### config.mk
export PLATFORM = sky130hd
export DESIGN_NAME = split_route_ctrl
export DESIGN_NICKNAME = d
export VERILOG_FILES = /design/src/rtl/split_ctrl_pkg.sv /design/src/rtl/split_credit_ctr.sv /design/src/rtl/split_route_ctrl.sv
export SDC_FILE = /design/constraint.sdc
export NUM_CORES = 1
export LEC_CHECK = 0
export ABC_AREA = 0
export BUFFER_PORTS_ARGS = -buffer_cell sky130_fd_sc_hd__clkbuf_2
export CORE_AREA = 2 2 48 46
export CTS_CLUSTER_SIZE = 8
export DETAILED_ROUTE_END_ITERATION = 12
export DIE_AREA = 0 0 50 48
export PLACE_DENSITY = 0.79
export RECOVER_POWER = 100
export SLEW_MARGIN = 5
export SYNTH_ARGS = -nofsm -noshare
export SYNTH_HDL_FRONTEND = slang
export SYNTH_SLANG_ARGS = --single-unit
### constraint.sdc
create_clock -name CLK -period 4.4 [get_ports CLK]
set_input_delay 0.44 -clock CLK [delete_from_list [all_inputs] [get_ports CLK]]
set_output_delay 0.44 -clock CLK [all_outputs]
set_load 0.02 [all_outputs]
### src/rtl/split_ctrl_pkg.sv
// Shared types and helpers for the packet-level 1-in/2-out split scheduler.
package split_ctrl_pkg;

   typedef enum logic [1:0] {IDLE, ROUTE0, ROUTE1} split_state_t;

   localparam int STAT_W = 16;

   function automatic int cred_w(int c);
      return $clog2(c + 1);
   endfunction

endpackage

### src/rtl/split_credit_ctr.sv
// Per-output credit counter: saturates at CREDITS and flags a sticky error on an
// over-return.
module split_credit_ctr
   import split_ctrl_pkg::*;
#(
   parameter int CREDITS = 4,
   localparam int CW = cred_w(CREDITS)
) (
   input  logic          CLK,
   input  logic          RESET,
   input  logic          consume,
   input  logic          ret,
   output logic [CW-1:0] count,
   output logic          nonzero,
   output logic          err
);

   localparam logic [CW-1:0] FULL = CW'(CREDITS);

   always_ff @(posedge CLK or posedge RESET) begin
      if (RESET) begin
         count <= FULL;
         err   <= 1'b0;
      end else begin
         // A return with every slot already free is a downstream protocol error.
         if (ret && count == FULL)
            err <= 1'b1;
         if (consume && !ret)
            count <= count - CW'(1);
         else if (ret && !consume && count != FULL)
            count <= count + CW'(1);
      end
   end

   assign nonzero = (count != '0);

endmodule

### src/rtl/split_route_ctrl.sv
// Packet scheduler steering each packet (token on Sel) to Out0 or Out1 under credit flow control.
// Build option: SPLIT_STATS_EN adds per-output completed-packet counters.
//
// state  | meaning
// IDLE   | waiting for a route token; no flits accepted
// ROUTE0 | forwarding flits of the current packet to Out0 until the tail
// ROUTE1 | forwarding flits of the current packet to Out1 until the tail
module split_route_ctrl
   import split_ctrl_pkg::*;
#(
   parameter int W       = 1,
   parameter int CREDITS = 4
) (
   input  logic         CLK,
   input  logic         RESET,
   input  logic         Sel_data,
   input  logic         Sel_valid,
   output logic         Sel_ready,
   input  logic [W-1:0] In_data,
   input  logic         In_tail,
   input  logic         In_valid,
   output logic         In_ready,
   output logic [W-1:0] Out0_data,
   output logic         Out0_tail,
   output logic         Out0_valid,
   input  logic         Out0_ready,
   input  logic         Out0_credit,
   output logic [W-1:0] Out1_data,
   output logic         Out1_tail,
   output logic         Out1_valid,
   input  logic         Out1_ready,
   input  logic         Out1_credit,
   output logic         credit_err
`ifdef SPLIT_STATS_EN
   ,
   output logic [STAT_W-1:0] pkt_cnt0,
   output logic [STAT_W-1:0] pkt_cnt1
`endif
);

   localparam int CW = cred_w(CREDITS);

   split_state_t   state;
   logic [CW-1:0]  credit0, credit1;
   logic           cnz0, cnz1, err0, err1;
   logic           rdy0, rdy1, in_fire, sel_fire, load0, load1;
   logic           unused_credit;

   assign rdy0      = (state == ROUTE0) && cnz0 && (!Out0_valid || Out0_ready);
   assign rdy1      = (state == ROUTE1) && cnz1 && (!Out1_valid || Out1_ready);
   assign Sel_ready = !RESET && (state == IDLE);
   assign In_ready  = !RESET && (rdy0 || rdy1);
   assign sel_fire  = Sel_valid && Sel_ready;
   assign in_fire   = In_valid && In_ready;
   assign load0     = in_fire && (state == ROUTE0);
   assign load1     = in_fire && (state == ROUTE1);

   always_ff @(posedge CLK or posedge RESET) begin
      if (RESET) begin
         state      <= IDLE;
         Out0_data  <= '0;
         Out0_tail  <= 1'b0;
         Out0_valid <= 1'b0;
         Out1_data  <= '0;
         Out1_tail  <= 1'b0;
         Out1_valid <= 1'b0;
      end else begin
         case (state)
            IDLE:    if (sel_fire) state <= Sel_data ? ROUTE1 : ROUTE0;
            ROUTE0,
            ROUTE1:  if (in_fire && In_tail) state <= IDLE;
            default: state <= IDLE;
         endcase
         // Load wins over unload so the register can drain and refill in one cycle.
         if (load0) begin
            Out0_data  <= In_data;
            Out0_tail  <= In_tail;
            Out0_valid <= 1'b1;
         end else if (Out0_valid && Out0_ready) begin
            Out0_valid <= 1'b0;
         end
         if (load1) begin
            Out1_data  <= In_data;
            Out1_tail  <= In_tail;
            Out1_valid <= 1'b1;
         end else if (Out1_valid && Out1_ready) begin
            Out1_valid <= 1'b0;
         end
      end
   end

   split_credit_ctr #(.CREDITS(CREDITS)) u_cred0 (
      .CLK(CLK), .RESET(RESET), .consume(load0), .ret(Out0_credit),
      .count(credit0), .nonzero(cnz0), .err(err0)
   );

   split_credit_ctr #(.CREDITS(CREDITS)) u_cred1 (
      .CLK(CLK), .RESET(RESET), .consume(load1), .ret(Out1_credit),
      .count(credit1), .nonzero(cnz1), .err(err1)
   );

   assign credit_err    = err0 || err1;
   assign unused_credit = ^{credit0, credit1};

`ifdef SPLIT_STATS_EN
   always_ff @(posedge CLK or posedge RESET) begin
      if (RESET) begin
         pkt_cnt0 <= '0;
         pkt_cnt1 <= '0;
      end else begin
         if (Out0_valid && Out0_ready && Out0_tail)
            pkt_cnt0 <= pkt_cnt0 + STAT_W'(1);
         if (Out1_valid && Out1_ready && Out1_tail)
            pkt_cnt1 <= pkt_cnt1 + STAT_W'(1);
      end
   end
`endif

endmodule

# After elaboration in Yosys (flattened, before gate mapping)
# Cells that the tools add are included.
# W data, S select, Z words.
totals:
  out_inout_bits: 9
  word_cells: 76
  ff_bits: 16
  inputBits: 11
op_classes:
  n_mux: 12
  n_addsub: 4
  n_eq_ne: 8
  n_reduce_logical: 41
ops:
  columns: ["op", "count"]
  rows:
  - ["$logic_and A1 B1 Y1", 21]
  - ["$mux W3", 4]
  - ["$reduce_bool A2 Y1", 4]
  - ["$logic_not A1 Y1", 7]
  - ["$add A3 B1 Y3 const B", 2]
  - ["$eq A3 B3 Y1 const B", 2]
  - ["$mux W2", 3]
  - ["$ne A3 B3 Y1 const B", 2]
  - ["$reduce_bool A3 Y1", 2]
  - ["$sub A3 B1 Y3 const B", 2]
  - ["$logic_or A1 B1 Y1", 4]
  - ["$mux W1", 4]
  - ["$ne A2 B2 Y1 const B", 2]
  - ["$pmux W2 S2", 1]
  - ["$eq A2 B1 Y1 const B", 1]
  - ["$eq A2 B2 Y1 const B", 1]
  - ["$logic_not A2 Y1", 1]
  - ["$reduce_and A2 Y1", 1]
  - ["$reduce_or A2 Y1", 1]

# Logic depth before layout (Yosys ltp)
# Gate-level depths: netlist of run 1.
depth:
  ltp_word: 12
  depth_mapped: 10
  depth_no_buf: 10

# Hierarchy
# Synthesis of run 1 repeated with hierarchy kept, for this count alone.
hier_totals:
  hier_cells: 104
  hier_area_um2: 1024.7
modules_own_cells:
  columns: ["mod", "n_inst", "cells_per_inst", "area_per_inst_um2"]
  rows:
  - ["split_credit_ctr", 2, 29, 285.3]
  - ["split_route_ctrl", 1, 46, 454.2]

# Worst setup path before layout of run 1
# No wires, ideal clock.
synth_timing:
  kind: "register to register"
  start: "register state[0]"
  end: "register u_cred0.count[2]"
  slack_ns: 2.284
  arrival_time_ns: 2.048
  setup_time_ns: 0.068
  period_less_slack_ns: 2.116
  required_time_ns: 4.332
  path_stages_with_launch: 10
  cell_sequence: "dfrtp_1 > inv_1 > ha_1 > o311ai_4 > a21oi_2 > nand2b_1 > fa_1 > and3_1 > o21a_1 > nor2_1"
synth_between:
  elab_chain_len: 11
  word_cells_on_any_way: 16
synth_rtl:
  columns: ["element", "line_no", "text"]
  rows:
  - ["start: declaration", "split_route_ctrl.sv:43", "split_state_t state;"]
  - ["start signal: assignment", "split_route_ctrl.sv:69", "IDLE: if (sel_fire) state <= Sel_data ? ROUTE1 : ROUTE0;"]
  - ["$eq A2 B1 Y1 / $eq A2 B2 Y1 (equally long branches)", "split_route_ctrl.sv:49, split_route_ctrl.sv:55, split_route_ctrl.sv:50", null]
  - ["$logic_and A1 B1 Y1 (on tied branches) (2 in a row)", "split_route_ctrl.sv:49, split_route_ctrl.sv:50", null]
  - ["$logic_or A1 B1 Y1", "split_route_ctrl.sv:52", "assign In_ready = !RESET && (rdy0 || rdy1);"]
  - ["$logic_and A1 B1 Y1", "split_route_ctrl.sv:52", null]
  - ["$logic_and A1 B1 Y1", "split_route_ctrl.sv:54", "assign in_fire = In_valid && In_ready;"]
  - ["$logic_and A1 B1 Y1 (*)", "split_route_ctrl.sv:55", "assign load0 = in_fire && (state == ROUTE0);"]
  - ["$logic_not A1 Y1", "split_credit_ctr.sv:30", "else if (ret && !consume && count != FULL)"]
  - ["$logic_and A1 B1 Y1 (2 in a row)", "split_credit_ctr.sv:30", null]
  - ["$reduce_bool A2 Y1 (no source line)", null, null]
  - ["end signal: assignment", "split_credit_ctr.sv:29", "count <= count - CW'(1);"]
  - ["end signal: assignment", "split_credit_ctr.sv:31", "count <= count + CW'(1);"]
  - ["end: declaration", "split_credit_ctr.sv:13", "output logic [CW-1:0] count,"]
# Every way passes the cells marked *; elsewhere a longest branch is shown, timed or not.
# A chain may end at the register's enable or synchronous reset.

# Worst setup path after layout of run 1
layout_timing:
  start: "register state[1]"
  end: "register u_cred1.count[2]"
layout_between:
  elab_chain_len: 11
  word_cells_on_any_way: 16
layout_rtl:
  columns: ["element", "line_no", "text"]
  rows:
  - ["$eq A2 B1 Y1 / $eq A2 B2 Y1 (equally long branches)", "split_route_ctrl.sv:49, split_route_ctrl.sv:50, split_route_ctrl.sv:56", null]
  - ["$logic_and A1 B1 Y1 (on tied branches) (2 in a row)", "split_route_ctrl.sv:49, split_route_ctrl.sv:50", null]
  - ["$logic_or A1 B1 Y1", "split_route_ctrl.sv:52", null]
  - ["$logic_and A1 B1 Y1", "split_route_ctrl.sv:52", null]
  - ["$logic_and A1 B1 Y1", "split_route_ctrl.sv:54", null]
  - ["$logic_and A1 B1 Y1 (*)", "split_route_ctrl.sv:56", "assign load1 = in_fire && (state == ROUTE1);"]
  - ["$logic_not A1 Y1", "split_credit_ctr.sv:30", null]
  - ["$logic_and A1 B1 Y1 (2 in a row)", "split_credit_ctr.sv:30", null]
  - ["$reduce_bool A2 Y1 (no source line)", null, null]
  - ["end signal: assignment", "split_credit_ctr.sv:29", null]
  - ["end signal: assignment", "split_credit_ctr.sv:31", null]
  - ["end: declaration", "split_credit_ctr.sv:13", null]
# Marked as above.

==> results of run 1 <==
[registers in the layout (all words and copies together), names as in the netlist]
| register | cells |
|---|---|
| u_cred0.count | 3 |
| u_cred1.count | 3 |
| state | 2 |
| Out0_data | 1 |
| Out0_tail | 1 |
| Out0_valid | 1 |
| Out1_data | 1 |
| Out1_tail | 1 |
| Out1_valid | 1 |
| u_cred0.err | 1 |
| u_cred1.err | 1 |
[logic make-up (layout without fill, tap and decap cells)]
group	after synthesis	count (layout)	share of synthesized area
compound gates	28	28	0.238
simple gates	27	27	0.132
flops	16	16	0.395
buf+inv	12	33	0.0441
mux	9	9	0.0980
fa+ha+maj	5	5	0.0760
xor+xnor	2	2	0.0172
[cells in the mapped netlist, drive strengths merged]
library cell / count / area share
o21a: 1 / 0.0074
nand2b: 4 / 0.025
nor2: 4 / 0.015
a21oi: 8 / 0.054
dfrtp: 14 / 0.34
inv: 10 / 0.037
dfstp: 2 / 0.051
fa: 2 / 0.039
mux2i: 4 / 0.039
clkbuf: 2 / 0.0074
nor2b: 4 / 0.025
o211ai: 2 / 0.015
ha: 3 / 0.037
a21o: 3 / 0.022
xor2: 2 / 0.017
a41o: 2 / 0.020
o311ai: 2 / 0.051
a221oi: 1 / 0.0086
a32o: 2 / 0.020
nand2: 9 / 0.033
and2: 1 / 0.0061
a22o: 1 / 0.0086
mux2: 5 / 0.059
nor3: 1 / 0.0049
or2: 2 / 0.012
a211oi: 1 / 0.0074
o21ai: 5 / 0.025
and3: 2 / 0.012
[layer usage]
layer	global-route usage	wire, um	vias up
met3	0.0719	114	2
met2	0.292	826	26
met5	0	0	-
li1	-	-	395
met4	0.0667	8	0
met1	0.225	852	359
[stage by stage]
step           utilization  instance area (um^2)  instances
2_1_floorplan            -                  1020         99
3_3_place_gp         0.613                  1140        141
3_5_place_dp         0.613                  1140        141
4_1_cts              0.628                  1170        145
5_1_grt              0.603                  1120        145
6_report             0.603                  1120        145
[path summary, 6_finish.rpt]
path	start	to	slack (ns)	cells after the start
setup / recovery	state[1]	u_cred1.count[2]	1.56	10
hold / removal	RESET	Out0_valid	0.24	2
setup reg to reg	state[1]	u_cred1.count[2]	1.56	10
hold reg to reg	u_cred0.err	u_cred0.err	0.47	1
max in group asynchronous	RESET	Out0_data	3.74	2
min in group CLK	In_data	Out1_data	0.39	2
[cell type report]
| class | instances | area (um^2) | area share |
|---|---|---|---|
| clock buffer | 4 | 26.3 | 0.0234 |
| inverter | 10 | 37.5 | 0.0335 |
| multi-input combinational | 71 | 541 | 0.482 |
| sequential | 16 | 403 | 0.359 |
| tap | 25 | 31.3 | 0.0279 |
| timing repair buffer | 19 | 82.6 | 0.0737 |
[critical path: stages, from the launching register on]
cell and delay [ns]:
dfrtp_1 0.43, inv_1 0.10, ha_1 0.17, o311ai_0 0.25, a21oi_1 0.78, nand2b_1 0.15, fa_1 0.42, nor2b_1 0.16
o211ai_1 0.10, mux2i_1 0.14, a21oi_1 0.06
[power breakdown]
part / internal (mW) / switching (mW)
sequential: 0.199 / 0.0546
combinational: 0.113 / 0.147
clock: 0.0352 / 0.0453
total: 0.347 / 0.247
==> out/qor.txt, run 1 <==
CTS tree = done
Setup WS pre-CTS = 2.08 ns
Synthesis Warnings = 0
Maximum vdd ir drop = 0.319 mV
IO buf count = 19
Worst skew pair latency = 0.29 ns
GRT Overall Usage = 0.181
Die width = 50 um
Synth Register Bits = 16
First-pass GRT wire length = 3090 um
Core Region = 1860 um^2
Syn Nets = 115
Worst slew margin = 0.399
Post-DR vias/cell = 5.39
Sequential share of the synthesized area = 0.395
Critical Path RT = 4.61 ns
Layout cells sized above 1 = 0.150
Commonest cells after routing, fill and taps aside = dfrtp_1, clkbuf_1, inv_1
RSZ-0062 raised after global routing = false
Routed WL per cell = 12.4 um
Post-route setup slack = 1.56 ns
Largest net degree at the start of global routing = 19
Initial antenna violation count = 0
Worst-path clk slew = 0.10 ns
Vias in the first global route = 694
Worst Hold Class = in -> async
Lkg Pwr = 0.502 nW
H-tree depth = 1
Setup bufs post-CTS = 0
I/O pins = 20
Clock sinks = 16
Die area = 2400 um^2
Crit path kind = reg -> reg
Grt ovf = 0
Worst Setup End Kind = flop
Nets = 137
Antenna viol nets, final = 0
Post-Syn Area per Cell = 10.3 um^2
Post-Syn Instances = 99
Max-cap violations = 0
Root buffer cell = clkbuf_4
Deepest clock path buffer count = 2
Placer's final routability congestion estimate = 0.760
Clk_skew = 0.0140 ns
Power Dens Cells = 530 nW/um^2
TNS Setup = 0 ns
# hold bufs at CTS = 0
Mapped Area = 1020 um^2
CP arrival = 3.05 ns
Drt drc = 0
Detailed placer's ending HPWL = 1390 um
Cts bufs inserted = 3
Final WL = 1800 um
# setup viols final = 0
N_diodes = 0
Layout area overhead = 9.80%
Outcome = finished clean
Die height = 48 um
Peak Freq = 352 MHz
Initial Utilization = 0.549
Final min period = 2.84 ns
Critical-path maximum fanout = 9
Final Hold Fails = 0
WHS = 0.241 ns
Distinct cell type count after synthesis = 31
FP Rows = 15
Commonest non-fill, non-tap cell in the layout = dfrtp_1
Slew @ Worst Pin = 0.901 ns
Via count = 782
Crit share post-route = 0.646
Initial DRT Pass Iterations = 4
Total power = 0.594 mW
Fill cells = 165
Final Slew Violations = 0
Initial DRC Count = 21
CP Launch Type = flop
Post-cts sizing count = 0
Power figures use the tool's default switching activity.
==> run 2: changes to the inputs <==
--- a/config.mk
+++ b/config.mk
@@ -7,11 +7,11 @@
 export LEC_CHECK = 0
 export ABC_AREA = 0
 export BUFFER_PORTS_ARGS = -buffer_cell sky130_fd_sc_hd__clkbuf_2
-export CORE_AREA = 2 2 48 46
+export CORE_AREA = 2 2 52 49
 export CTS_CLUSTER_SIZE = 8
 export DETAILED_ROUTE_END_ITERATION = 12
-export DIE_AREA = 0 0 50 48
-export PLACE_DENSITY = 0.79
+export DIE_AREA = 0 0 54 51
+export PLACE_DENSITY = 0.72
 export RECOVER_POWER = 100
 export SLEW_MARGIN = 5
 export SYNTH_ARGS = -nofsm -noshare
==> constraint.sdc (replaced) <==
create_clock -name CLK -period 2.6 [get_ports CLK]
set_input_delay 0.26 -clock CLK [delete_from_list [all_inputs] [get_ports CLK]]
set_output_delay 0.26 -clock CLK [all_outputs]
set_load 0.02 [all_outputs]
==> out/qor.txt, run 2 (same netlist as run 1, synthesis figures left out) <==
Outcome = finished clean
Die height = 51 um
H-tree depth = 1
Detailed placer's ending HPWL = 1610 um
Antenna viol nets, final = 0
Final min period = 2.19 ns
Clk_skew = 0.00527 ns
Largest net degree at the start of global routing = 13
Layout area overhead = 13.2%
Worst Setup End Kind = flop
Initial Utilization = 0.444
Deepest clock path buffer count = 2
Hold path start = In_data
TNS Setup = 0 ns
Setup bufs post-CTS = 0
FP Rows = 17
Initial DRC Count = 9
P_sw = 0.439 mW
Top Registers = u_cred0.count (3), u_cred1.count (3), state (2)
Post-route setup slack = 0.411 ns
Root buffer cell = clkbuf_4
Placer's final routability congestion estimate = 0.801
Worst Hold Class = in -> reg
Initial DRT Pass Iterations = 4
Final Hold Fails = 0
First-pass GRT wire length = 3330 um
CTS tree = done
Setup WS pre-CTS = 0.500 ns
Maximum vdd ir drop = 0.369 mV
Commonest non-fill, non-tap cell in the layout = dfrtp_1
R2r worst-path depth = 9
CP arrival = 2.41 ns
IO buf count = 19
Hold Path End = Out1_data
Worst R2R Start = state[0]
WHS = 0.205 ns
Flop pwr share = 0.431
# setup viols final = 0
Initial antenna violation count = 0
Reg2reg end = u_cred0.count[2]
Routed WL per cell = 13.5 um
Max-cap violations = 0
Power Dens Cells = 888 nW/um^2
Combinational fraction of design power = 0.443
Worst slew margin = 0.574
Sw Share = 0.427
Lkg Pwr = 0.506 nW
Cell Int Power = 0.588 mW
CP Launch Type = primary input
Worst skew pair latency = 0.28 ns
Critical Path RT = 2.82 ns
Post-DR vias/cell = 5.32
Commonest cells after routing, fill and taps aside = dfrtp_1, clkbuf_1, inv_1
Nets = 141
Worst-path clk slew = 0.09 ns
Slew @ Worst Pin = 0.639 ns
Peak Freq = 457 MHz
Critical-path maximum fanout = 4
Final Slew Violations = 0
Crit share post-route = 0.842
Layout cells sized above 1 = 0.146
N_diodes = 0
Vias in the first global route = 758
Core Region = 2300 um^2
Worst R2R Setup Slack = 0.47 ns
Crit path kind = in -> reg
Grt ovf = 0
Via count = 803
GRT Overall Usage = 0.168
Cts bufs inserted = 3
RSZ-0062 raised after global routing = false
Die width = 54 um
Clock power frac = 0.127
Die area = 2750 um^2
I/O pins = 20
Final WL = 2040 um
Hold Path Depth = 2
Drt drc = 0
Total power = 1.03 mW
Clock sinks = 16
[run 2: changes by cell type in the layout (fill, tap and decap cells not counted)]
cell           change
dlygate4sd3_1      +1
mux2_1             +1
o311ai_0           -1
o311ai_4           +1
mux2_4             -1
clkbuf_1           +2
[run 2: timing repair]
action                                 CTS  global route
endpoints found under the hold margin    4             0
hold buffers                             1             0
gates resized for setup                  0             0
[run 2: metal layers]
| metal | vias to the layer above | wire length, um | global-route usage |
|---|---|---|---|
| met5 | - | 0 | 0 |
| met4 | 0 | 0 | 0.0500 |
| met3 | 0 | 113 | 0.0526 |
| met2 | 21 | 956 | 0.274 |
| met1 | 379 | 967 | 0.209 |
| li1 | 403 | - | - |
[run 2: worst max-delay path, stage by stage]
cell and delay [ns]:
dlygate4sd3_1 0.53, clkbuf_1 0.13, nor2b_1 0.22, nand2_1 0.11, a21oi_1 0.18, nand2b_1 0.10, fa_1 0.41, and3_1 0.20
o21a_1 0.18, nor2_1 0.09
[run 2: power groups by stage]
stage	logic (mW)	clock network [mW]	registers, mW
after floorplan	0.347	0	0.453
after global placement	0.452	0	0.445
after detailed placement	0.481	0	0.445
after CTS	0.483	0.136	0.442
after global routing	0.512	0.146	0.456
final	0.455	0.130	0.442
[run 2: layout make-up]
cell class,count,area [um^2]
Fill cell,226,1140
Sequential cell,16,403
Inverter,10,37.5
Tap cell,28,35.0
Multi-Input combinational cell,71,554
Clock buffer,3,22.5
Timing Repair Buffer,23,104
[run 2: how the worst max path moves through the flow]
stage / startpoint / to / slack (ns) / cells past startpoint
2_1_floorplan: state[0] / u_cred0.count[2] / 0.48 / 9
6_report: RESET / u_cred0.count[2] / 0.41 / 10
4_1_cts: RESET / u_cred1.count[2] / 0.45 / 11
3_5_place_dp: state[0] / u_cred0.count[2] / 0.50 / 9
3_3_place_gp: state[0] / u_cred1.count[1] / 0.58 / 8
5_1_grt: RESET / u_cred1.count[2] / 0.17 / 11
[run 2: metrics by stage]
stage               cell area (um^2)  utilization  std cells
detailed placement              1170        0.508        147
global route                    1160        0.503        151
finish                          1160        0.503        151
CTS                             1200        0.522        151
global placement                1170        0.508        147
floorplan                       1020            -         99
